--- src/rtl/pipe_regs.sv ---
// pipe_regs: F/D/E pipeline registers with stall/bubble control and synchronous active-low reset.
// Define PIPE_REGS_PERF_CNT_EN to add saturating stall_cnt/bubble_cnt performance counters.
module pipe_regs #(
  parameter logic [3:0] NOP_ICODE = 4'h1,
  parameter logic [3:0] RNONE     = 4'hF,
  parameter logic [3:0] SAOK      = 4'h1
) (
  input  logic        clk,
  input  logic        rst_n,
  input  logic        F_stall,
  input  logic        D_stall,
  input  logic        D_bubble,
  input  logic        E_bubble,
  input  logic [63:0] f_predPC,
  input  logic [3:0]  f_stat,
  input  logic [3:0]  f_icode,
  input  logic [3:0]  f_ifun,
  input  logic [3:0]  f_rA,
  input  logic [3:0]  f_rB,
  input  logic [63:0] f_valC,
  input  logic [63:0] f_valP,
  input  logic [3:0]  d_stat,
  input  logic [3:0]  d_icode,
  input  logic [3:0]  d_ifun,
  input  logic [3:0]  d_dstE,
  input  logic [3:0]  d_dstM,
  input  logic [3:0]  d_srcA,
  input  logic [3:0]  d_srcB,
  input  logic [63:0] d_valC,
  input  logic [63:0] d_valA,
  input  logic [63:0] d_valB,
  output logic [63:0] F_predPC,
  output logic [3:0]  D_stat,
  output logic [3:0]  D_icode,
  output logic [3:0]  D_ifun,
  output logic [3:0]  D_rA,
  output logic [3:0]  D_rB,
  output logic [63:0] D_valC,
  output logic [63:0] D_valP,
  output logic [3:0]  E_stat,
  output logic [3:0]  E_icode,
  output logic [3:0]  E_ifun,
  output logic [3:0]  E_dstE,
  output logic [3:0]  E_dstM,
  output logic [3:0]  E_srcA,
  output logic [3:0]  E_srcB,
  output logic [63:0] E_valC,
  output logic [63:0] E_valA,
  output logic [63:0] E_valB
`ifdef PIPE_REGS_PERF_CNT_EN
  ,
  output logic [31:0] stall_cnt,
  output logic [31:0] bubble_cnt
`endif
);
  typedef struct packed {
    logic [3:0]  stat;
    logic [3:0]  icode;
    logic [3:0]  ifun;
    logic [3:0]  ra;
    logic [3:0]  rb;
    logic [63:0] valc;
    logic [63:0] valp;
  } d_reg_t;
  typedef struct packed {
    logic [3:0]  stat;
    logic [3:0]  icode;
    logic [3:0]  ifun;
    logic [3:0]  dste;
    logic [3:0]  dstm;
    logic [3:0]  srca;
    logic [3:0]  srcb;
    logic [63:0] valc;
    logic [63:0] vala;
    logic [63:0] valb;
  } e_reg_t;
  localparam d_reg_t D_BUB = '{stat: SAOK, icode: NOP_ICODE, ifun: 4'h0, ra: RNONE, rb: RNONE,
                               valc: 64'd0, valp: 64'd0};
  localparam e_reg_t E_BUB = '{stat: SAOK, icode: NOP_ICODE, ifun: 4'h0, dste: RNONE, dstm: RNONE,
                               srca: RNONE, srcb: RNONE, valc: 64'd0, vala: 64'd0, valb: 64'd0};
  logic [63:0] f_pc_d, f_pc_q;
  d_reg_t      d_reg_d, d_reg_q, f_in;
  e_reg_t      e_reg_d, e_reg_q, d_in;
  always_comb begin
    f_in    = '{stat: f_stat, icode: f_icode, ifun: f_ifun, ra: f_rA, rb: f_rB,
                valc: f_valC, valp: f_valP};
    d_in    = '{stat: d_stat, icode: d_icode, ifun: d_ifun, dste: d_dstE, dstm: d_dstM,
                srca: d_srcA, srcb: d_srcB, valc: d_valC, vala: d_valA, valb: d_valB};
    f_pc_d  = F_stall ? f_pc_q : f_predPC;
    // a stall wins over a simultaneous bubble request on D
    d_reg_d = D_stall ? d_reg_q : (D_bubble ? D_BUB : f_in);
    e_reg_d = E_bubble ? E_BUB : d_in;
  end
  always_ff @(posedge clk) begin
    if (!rst_n) begin
      f_pc_q  <= 64'd0;
      d_reg_q <= D_BUB;
      e_reg_q <= E_BUB;
    end else begin
      f_pc_q  <= f_pc_d;
      d_reg_q <= d_reg_d;
      e_reg_q <= e_reg_d;
    end
  end
  assign F_predPC = f_pc_q;
  assign D_stat   = d_reg_q.stat;
  assign D_icode  = d_reg_q.icode;
  assign D_ifun   = d_reg_q.ifun;
  assign D_rA     = d_reg_q.ra;
  assign D_rB     = d_reg_q.rb;
  assign D_valC   = d_reg_q.valc;
  assign D_valP   = d_reg_q.valp;
  assign E_stat   = e_reg_q.stat;
  assign E_icode  = e_reg_q.icode;
  assign E_ifun   = e_reg_q.ifun;
  assign E_dstE   = e_reg_q.dste;
  assign E_dstM   = e_reg_q.dstm;
  assign E_srcA   = e_reg_q.srca;
  assign E_srcB   = e_reg_q.srcb;
  assign E_valC   = e_reg_q.valc;
  assign E_valA   = e_reg_q.vala;
  assign E_valB   = e_reg_q.valb;
`ifdef PIPE_REGS_PERF_CNT_EN
  logic [31:0] stall_cnt_d, stall_cnt_q, bubble_cnt_d, bubble_cnt_q;
  logic        bubble_ev;
  always_comb begin
    // a D bubble overridden by a stall is not a bubble; double bubbles count once
    bubble_ev    = (D_bubble & ~D_stall) | E_bubble;
    stall_cnt_d  = (D_stall && stall_cnt_q != '1) ? stall_cnt_q + 32'd1 : stall_cnt_q;
    bubble_cnt_d = (bubble_ev && bubble_cnt_q != '1) ? bubble_cnt_q + 32'd1 : bubble_cnt_q;
  end
  always_ff @(posedge clk) begin
    if (!rst_n) begin
      stall_cnt_q  <= 32'd0;
      bubble_cnt_q <= 32'd0;
    end else begin
      stall_cnt_q  <= stall_cnt_d;
      bubble_cnt_q <= bubble_cnt_d;
    end
  end
  assign stall_cnt  = stall_cnt_q;
  assign bubble_cnt = bubble_cnt_q;
`endif
endmodule

--- config.mk ---
export PLATFORM = sky130hd
export DESIGN_NAME = pipe_regs
export DESIGN_NICKNAME = d
export VERILOG_FILES = /design/src/rtl/pipe_regs.sv
export SDC_FILE = /design/constraint.sdc
export NUM_CORES = 1
export LEC_CHECK = 0
export ABC_AREA = 1
export CAP_MARGIN = 20
export CORE_AREA = 4 4 334 336
export CTS_CLUSTER_DIAMETER = 60
export CTS_CLUSTER_SIZE = 24
export DETAILED_ROUTE_END_ITERATION = 10
export DIE_AREA = 0 0 338 340
export DONT_BUFFER_PORTS = 1
export GPL_TIMING_DRIVEN = 0
export HOLD_SLACK_MARGIN = 0.06
export PLACE_DENSITY = 0.3
export SYNTH_ARGS = -nofsm -noshare
export SYNTH_HDL_FRONTEND = slang
export SYNTH_SLANG_ARGS = --single-unit
--- constraint.sdc ---
create_clock -name clk -period 2.2 [get_ports clk]
set_input_delay 0.44 -clock clk [delete_from_list [all_inputs] [get_ports clk]]
set_output_delay 0.44 -clock clk [all_outputs]
set_load 0.005 [all_outputs]
==> flow_summary.yaml <==
status:
  status: "complete, no violations"
sta:
  fin_tns_setup_ns: 0
  tightest_slew_ns: 0.965
  hold_violations: 0
  rsz0062_at_grt: "no"
  fin_skew_ns: 0
  period_minus_slack_ns: 1.55
  min_period_over_period_pct: 70.6
  fmax_mhz: 644
  setup_violations: 0
  slew_headroom_pct: 35.7
  setup_ws_ns: 0.646
  final_max_slew_viol_count: 0
yosys:
  yosys_warnings: 0
  synth_nets: 2027
  synth.area.top_cells: "dfxtp_1 64%, nor2_1 9.2%, nand2_1 8.0%, inv_1 5.7%, a21oi_1 5.1%"
  synth.distinct_cells: 17
  synthDominantCellAreaShare_pct: 64.0
  synthCells: 1589
  avgSynthCellArea_sq_um: 8.50
  syn_area_sq_mm: 0.0135
  synth_top_area_cell: "dfxtp_1"
  synth_seq_area_share_pct: 64.0
  ys_ff_latch: 432
min_path:
  min_path_cells: 2
  hp-class: "input port to flip-flop"
  hold_end: "D_valC[28]$_SDFFE_PN0N_"
  min_from: "f_valC[28]"
cells_and_area:
  nets: 2506
  fin_area_sq_mm: 0.0212
  syn_to_final_growth_pct: 57.3
  drive_gt1_share_pct: 7.60
  fillCellCount: 11966
worst_setup_path:
  r2r-start: "D_valP[22]$_SDFFE_PN0N_"
  worstSetupPathType: "flip-flop to primary output"
  critPathCaptureType: "primary output"
  path_max_fanout: 1
  start_kind: "flip-flop"
  crit_start: "E_srcB[2]$_SDFF_PP1_"
  r2r-end: "D_valP[22]$_SDFFE_PN0N_"
  required_ns: 1.76
  r2r_cells: 2
  arrival_ns: 1.11
  rrSetupSlack_ns: 1.40
drt:
  post-route-drc-count: 0
  vias_per_cell: 3.38
  antenna_left: 0
  drt-wirelength-per-cell_um: 17.0
  wl_um: 60000
  dr.pass1.iters: 4
  drt_iter0_drc: 423
  via_count: 11909
global_route:
  track_usage_pct: 9.75
  grt_start_max_net_pins: 21
  grt_remaining_overflow: 0
  grt_pass1_vias: 12581
  grt_pass1_wl_um: 83200
  antenna_found_initial: 8
floorplanning:
  io_pins: 870
  core_region_area_sq_mm: 0.109
  dieArea_sq_mm: 0.115
  die_h_um: 340
  initial_utilization_pct: 12.4
  die_w_um: 338
  rows: 121
power:
  pwr-share-clk_pct: 45.9
  p_comb_share_pct: 8.0
  intPower_w: 0.0136
  vdd_drop_max_uv: 514
  power_switching_w: 0.00480
  switching_share_pct: 26.1
  power_frac_seq_pct: 46.2
  power.density_mw_per_mm2: 865
  leakagePower_nw: 8.85
clock_tree:
  insertion_delay_ns: 0.57
  clockRootBuffer: "clkbuf_16"
  htree_levels: 2
  cts_inserted_buffers: 47
  cts-resized-gates: 0
  cts_tree: "yes"
  cts.sinks: 432
  clock_path_buffers: 3
  path_clk_slew_ns: 0.07
  cts_setup_buffers: 0
placed_design:
  place.port_buffers: 0
  hpwl_um: 47400
  dp_slack_ns: -0.265
  dpl_cell_area_sq_mm: 0.0153
  globalplace.congestion: 0.848
flow_run:
  drv_cap: 0
[flip-flops by register name, summed over array words and instances, names as in the netlist, 64 cells and up]
register,count
D_valC,64
D_valP,64
E_valA,64
E_valB,64
E_valC,64
F_predPC,64
[through the flow]
step           hold WS (ns)  power [W]  instances  util, %
6_report              0.179     0.0184       3524     19.6
5_1_grt               0.111     0.0192       3522     19.6
4_1_cts               0.104     0.0188       3519     19.6
3_5_place_dp          0.483    0.00950       3003     14.1
3_3_place_gp          0.479    0.00949       3003     14.1
2_1_floorplan         0.453    0.00908       1589        -
[power by group through the flow]
stage | clock [W] | sequential, W | combinational (W)
2_1_floorplan | 0 | 0.00852 | 0.000566
3_3_place_gp | 0 | 0.00869 | 0.000803
3_5_place_dp | 0 | 0.00868 | 0.000824
4_1_cts | 0.00881 | 0.00851 | 0.00149
5_1_grt | 0.00909 | 0.00853 | 0.00163
6_report | 0.00843 | 0.00849 | 0.00146
[final cells by class]
cell class,count,area (sq um),share of cell area (%)
clock inverter,34,413,1.94
clock buffer,52,1240,5.86
tap,1414,1770,8.33
buffer,93,522,2.46
sequential,432,8650,40.7
antenna,5,12.5,0.0589
timing repair buffer,430,4300,20.3
inverter,206,773,3.64
multi-input combinational,858,3560,16.8
[Yosys cell counts, drive strengths merged]
cell and n:
a21oi 138, buf 66, clkbuf 27, dfxtp 432, inv 206, nand2 286
nand3 10, nor2 332, o21ai 74, or2 18
[layout by cell type, fill, tap and decap left out, types with 13 or more instances in the layout]
cell           count
a21oi_1          138
buf_2             45
buf_6             13
clkbuf_1          27
clkbuf_16         47
dfxtp_1          432
dlygate4sd3_1    430
inv_1            204
nand2_1          286
nor2_1           331
o21ai_0           74
[what timing repair did]
action                                  4_1_cts  5_1_grt
endpoints found under the setup margin        0        0
hold buffers                                430        0
hold endpoints to repair                    430        0
[logic make-up after synthesis]
kind of cell | count (synthesis) | share of synthesized area (%)
buf+inv | 299 | 9.59
compound gates | 212 | 7.86
flops | 432 | 64.0
simple gates | 646 | 18.5
[worst register-to-register path: cells and delay by family (launching register included)]
family          cells  cell delay [ns]
flops               1             0.47
simple gates        1             0.09
compound gates      1             0.17
[per-layer routing]
layer	vias up	global-route usage (%)	wire, um
li1	5756	-	-
met1	5527	9.62	21100
met2	551	17.9	30500
met3	73	4.71	6960
met4	2	2.89	1430
met5	-	0	13
[how the worst max path moves through the flow]
stage | to | slack [ns] | cells past startpoint
after floorplan | D_icode[1]$_SDFFE_PN0N_ | 1.04 | 6
after global placement | E_srcA[3]$_SDFF_PP1_ | -0.22 | 5
after detailed placement | E_srcA[3]$_SDFF_PP1_ | -0.26 | 5
after CTS | E_srcA[3]$_SDFF_PP1_ | 0.41 | 5
after global routing | E_srcB[2] | 0.39 | 0
final | E_srcB[2] | 0.65 | 0
No activity file was read; power rests on OpenSTA's default activity.
==> edit: new RTL, same flow settings <==
The option `PIPE_REGS_PERF_CNT_EN` is turned on by a define.
--- a/src/rtl/pipe_regs.sv
+++ b/src/rtl/pipe_regs.sv
@@ -1,5 +1,7 @@
 // pipe_regs: F/D/E pipeline registers with stall/bubble control and synchronous active-low reset.
 // Define PIPE_REGS_PERF_CNT_EN to add saturating stall_cnt/bubble_cnt performance counters.
+`define PIPE_REGS_PERF_CNT_EN
+
 module pipe_regs #(
   parameter logic [3:0] NOP_ICODE = 4'h1,
   parameter logic [3:0] RNONE     = 4'hF,
Function (old outputs only; new: bubble_cnt and stall_cnt): kept (equiv_simple and equiv_induct, registers matched by name and starting in step).
==> edit against the original RTL <==
- setup slack worse by 0.44 ns
- register-to-register slack worse by 1.2 ns
- sequential cell count up 64
- first-iteration DRC count up 60%
- final area up 20%
- synthesized area up 27%
- power up 18%
- wire length up 36%
==> edit: results <==
# TYPE chip_impl_metric gauge
chip_impl_metric{name="timing.fmax",unit="MHz"} 501
chip_impl_info{name="cells_taking_the_most_area_after_synthesis",value="dfxtp_1 (58%), nor2_1 (11%), nand2_1 (10%)"} 1
chip_impl_metric{name="layout.nets",unit=""} 3172
chip_impl_metric{name="antenna_violations_before_repair",unit=""} 9
chip_impl_metric{name="global_route.usage.total",unit="%"} 13.5
chip_impl_info{name="hold_path_class",value="in2reg"} 1
chip_impl_metric{name="gp_congestion",unit=""} 0.950
chip_impl_metric{name="detail_route.iter0.violations",unit=""} 675
chip_impl_metric{name="dr.pass1.iters",unit=""} 5
chip_impl_metric{name="worst_path_largest_cell_delay",unit="ns"} 0.64
chip_impl_metric{name="maximum_vdd_drop",unit="mV"} 0.591
chip_impl_metric{name="nFillCells",unit=""} 11900
chip_impl_info{name="post_synth_most_frequent_cells",value="dfxtp_1 (496), nor2_1 (494), nand2_1 (469)"} 1
chip_impl_metric{name="buffers_inserted_during_post_cts_setup_optimization",unit=""} 0
chip_impl_info{name="status",value="finished clean"} 1
chip_impl_info{name="root_buffer_master",value="clkbuf_16"} 1
chip_impl_metric{name="share_of_synthesized_area_occupied_by_flip_flops_and_latches",unit="%"} 57.8
chip_impl_metric{name="final_layout_size_suffix_gt1_share",unit="%"} 6.62
chip_impl_metric{name="arrival",unit="ns"} 2.54
chip_impl_metric{name="synth_cell_types",unit=""} 31
chip_impl_metric{name="preCtsSetupSlack",unit="ns"} -0.365
chip_impl_metric{name="grt_first_pass_wirelength",unit="um"} 114000
chip_impl_metric{name="grt_max_degree",unit=""} 18
chip_impl_info{name="worstReg2RegStart",value="stall_cnt[11]"} 1
chip_impl_metric{name="postSynth.asyncResetShare",unit="%"} 0
chip_impl_metric{name="drt-vias-per-instance",unit=""} 3.83
chip_impl_metric{name="fin_worst_skew",unit="ns"} 0.0117
chip_impl_metric{name="clock_insertion_delay_worst_skew",unit="ns"} 0.66
chip_impl_metric{name="syn_nets",unit=""} 2676
chip_impl_metric{name="total_half_perimeter_wirelength_after_legalization_and_detailed_placement",unit="um"} 65400
chip_impl_metric{name="slew_headroom",unit="%"} 38.3
chip_impl_metric{name="crit_fanout",unit=""} 10
chip_impl_info{name="min_from",value="D_stall"} 1
chip_impl_metric{name="leakagePower",unit="nW"} 10.3
chip_impl_metric{name="number_of_global_route_vias_before_repair",unit=""} 16600
chip_impl_metric{name="totalWireLength",unit="um"} 81800
chip_impl_metric{name="cts_made_buffers",unit=""} 60
-- edit: cell count changes after synthesis, moves of 51 or more --
cell | unedited run | this run
nand3_1 | 10 | 68
nand2_1 | 286 | 469
a21oi_1 | 138 | 189
inv_1 | 204 | 258
nor2_1 | 331 | 494
dfxtp_1 | 432 | 496
-- edit: layer usage --
metal,up-vias,GRT usage (%),wire (um)
met5,-,0,0
met4,0,4.11,2130
met3,113,5.63,8220
met2,598,23.4,40200
met1,7522,14.9,31300
li1,7827,-,-
-- edit: worst paths after layout --
kind,endpoint,cells past startpoint
min reg2reg,D_valP[2],2
max,stall_cnt[26],8
min,stall_cnt[13],4
max reg2reg,stall_cnt[26],8
-- edit: power breakdown --
| part | internal [mW] | switching, mW |
|---|---|---|
| logic | 0.758 | 0.772 |
| clock network | 5.96 | 4.53 |
| registers | 9.34 | 0.330 |
-- edit: what timing repair did --
action                     in CTS  in global routing
hold buffers                  432                  0
hold endpoints to repair      432                  0
setup endpoints to repair       0                 27
resized for setup               0                  9
-- edit: area by class of cell --
class | count | area, um2 | share of cell area, %
Sequential cell | 496 | 9940 | 39.1
Clock buffer | 67 | 1560 | 6.13
Multi-Input combinational cell | 1370 | 5820 | 22.9
Clock inverter | 41 | 523 | 2.06
Inverter | 262 | 983 | 3.87
Buffer | 108 | 452 | 1.78
Tap cell | 1414 | 1770 | 6.96
Timing Repair Buffer | 434 | 4350 | 17.1
Antenna cell | 2 | 5.00 | 0.0197
-- edit: tightest hold or removal path, delay by kind of cell --
kind             cells  cell delay [ns]
AO/OA/AOI/OAI        1             0.14
AND/OR/NAND/NOR      3             0.18
-- edit: cell families (layout without fill, tap and decap cells) --
logic type	Yosys count	after routing	share of synthesized area (%)
simple gates	1095	1095	25.6
fa+ha+maj	2	2	0.146
flops	496	496	57.8
buf+inv	370	912	8.35
other cells	0	2	0
xor+xnor	3	3	0.153
compound gates	270	270	7.95
-- edit: through the flow --
| step | setup TNS, ns | util (%) | cell area, um2 | cells | hold WS (ns) |
|---|---|---|---|---|---|
| CTS | 0 | 23.4 | 25400 | 4192 | 0.0722 |
| detailed placement | -17.63 | 17.5 | 19000 | 3652 | 0.479 |
| finish | 0 | 23.4 | 25400 | 4194 | 0.148 |
| global route | 0 | 23.4 | 25400 | 4193 | 0.103 |
| global placement | -14.84 | 17.5 | 19000 | 3650 | 0.479 |
| floorplan | 0 | - | 17200 | 2236 | 0.453 |
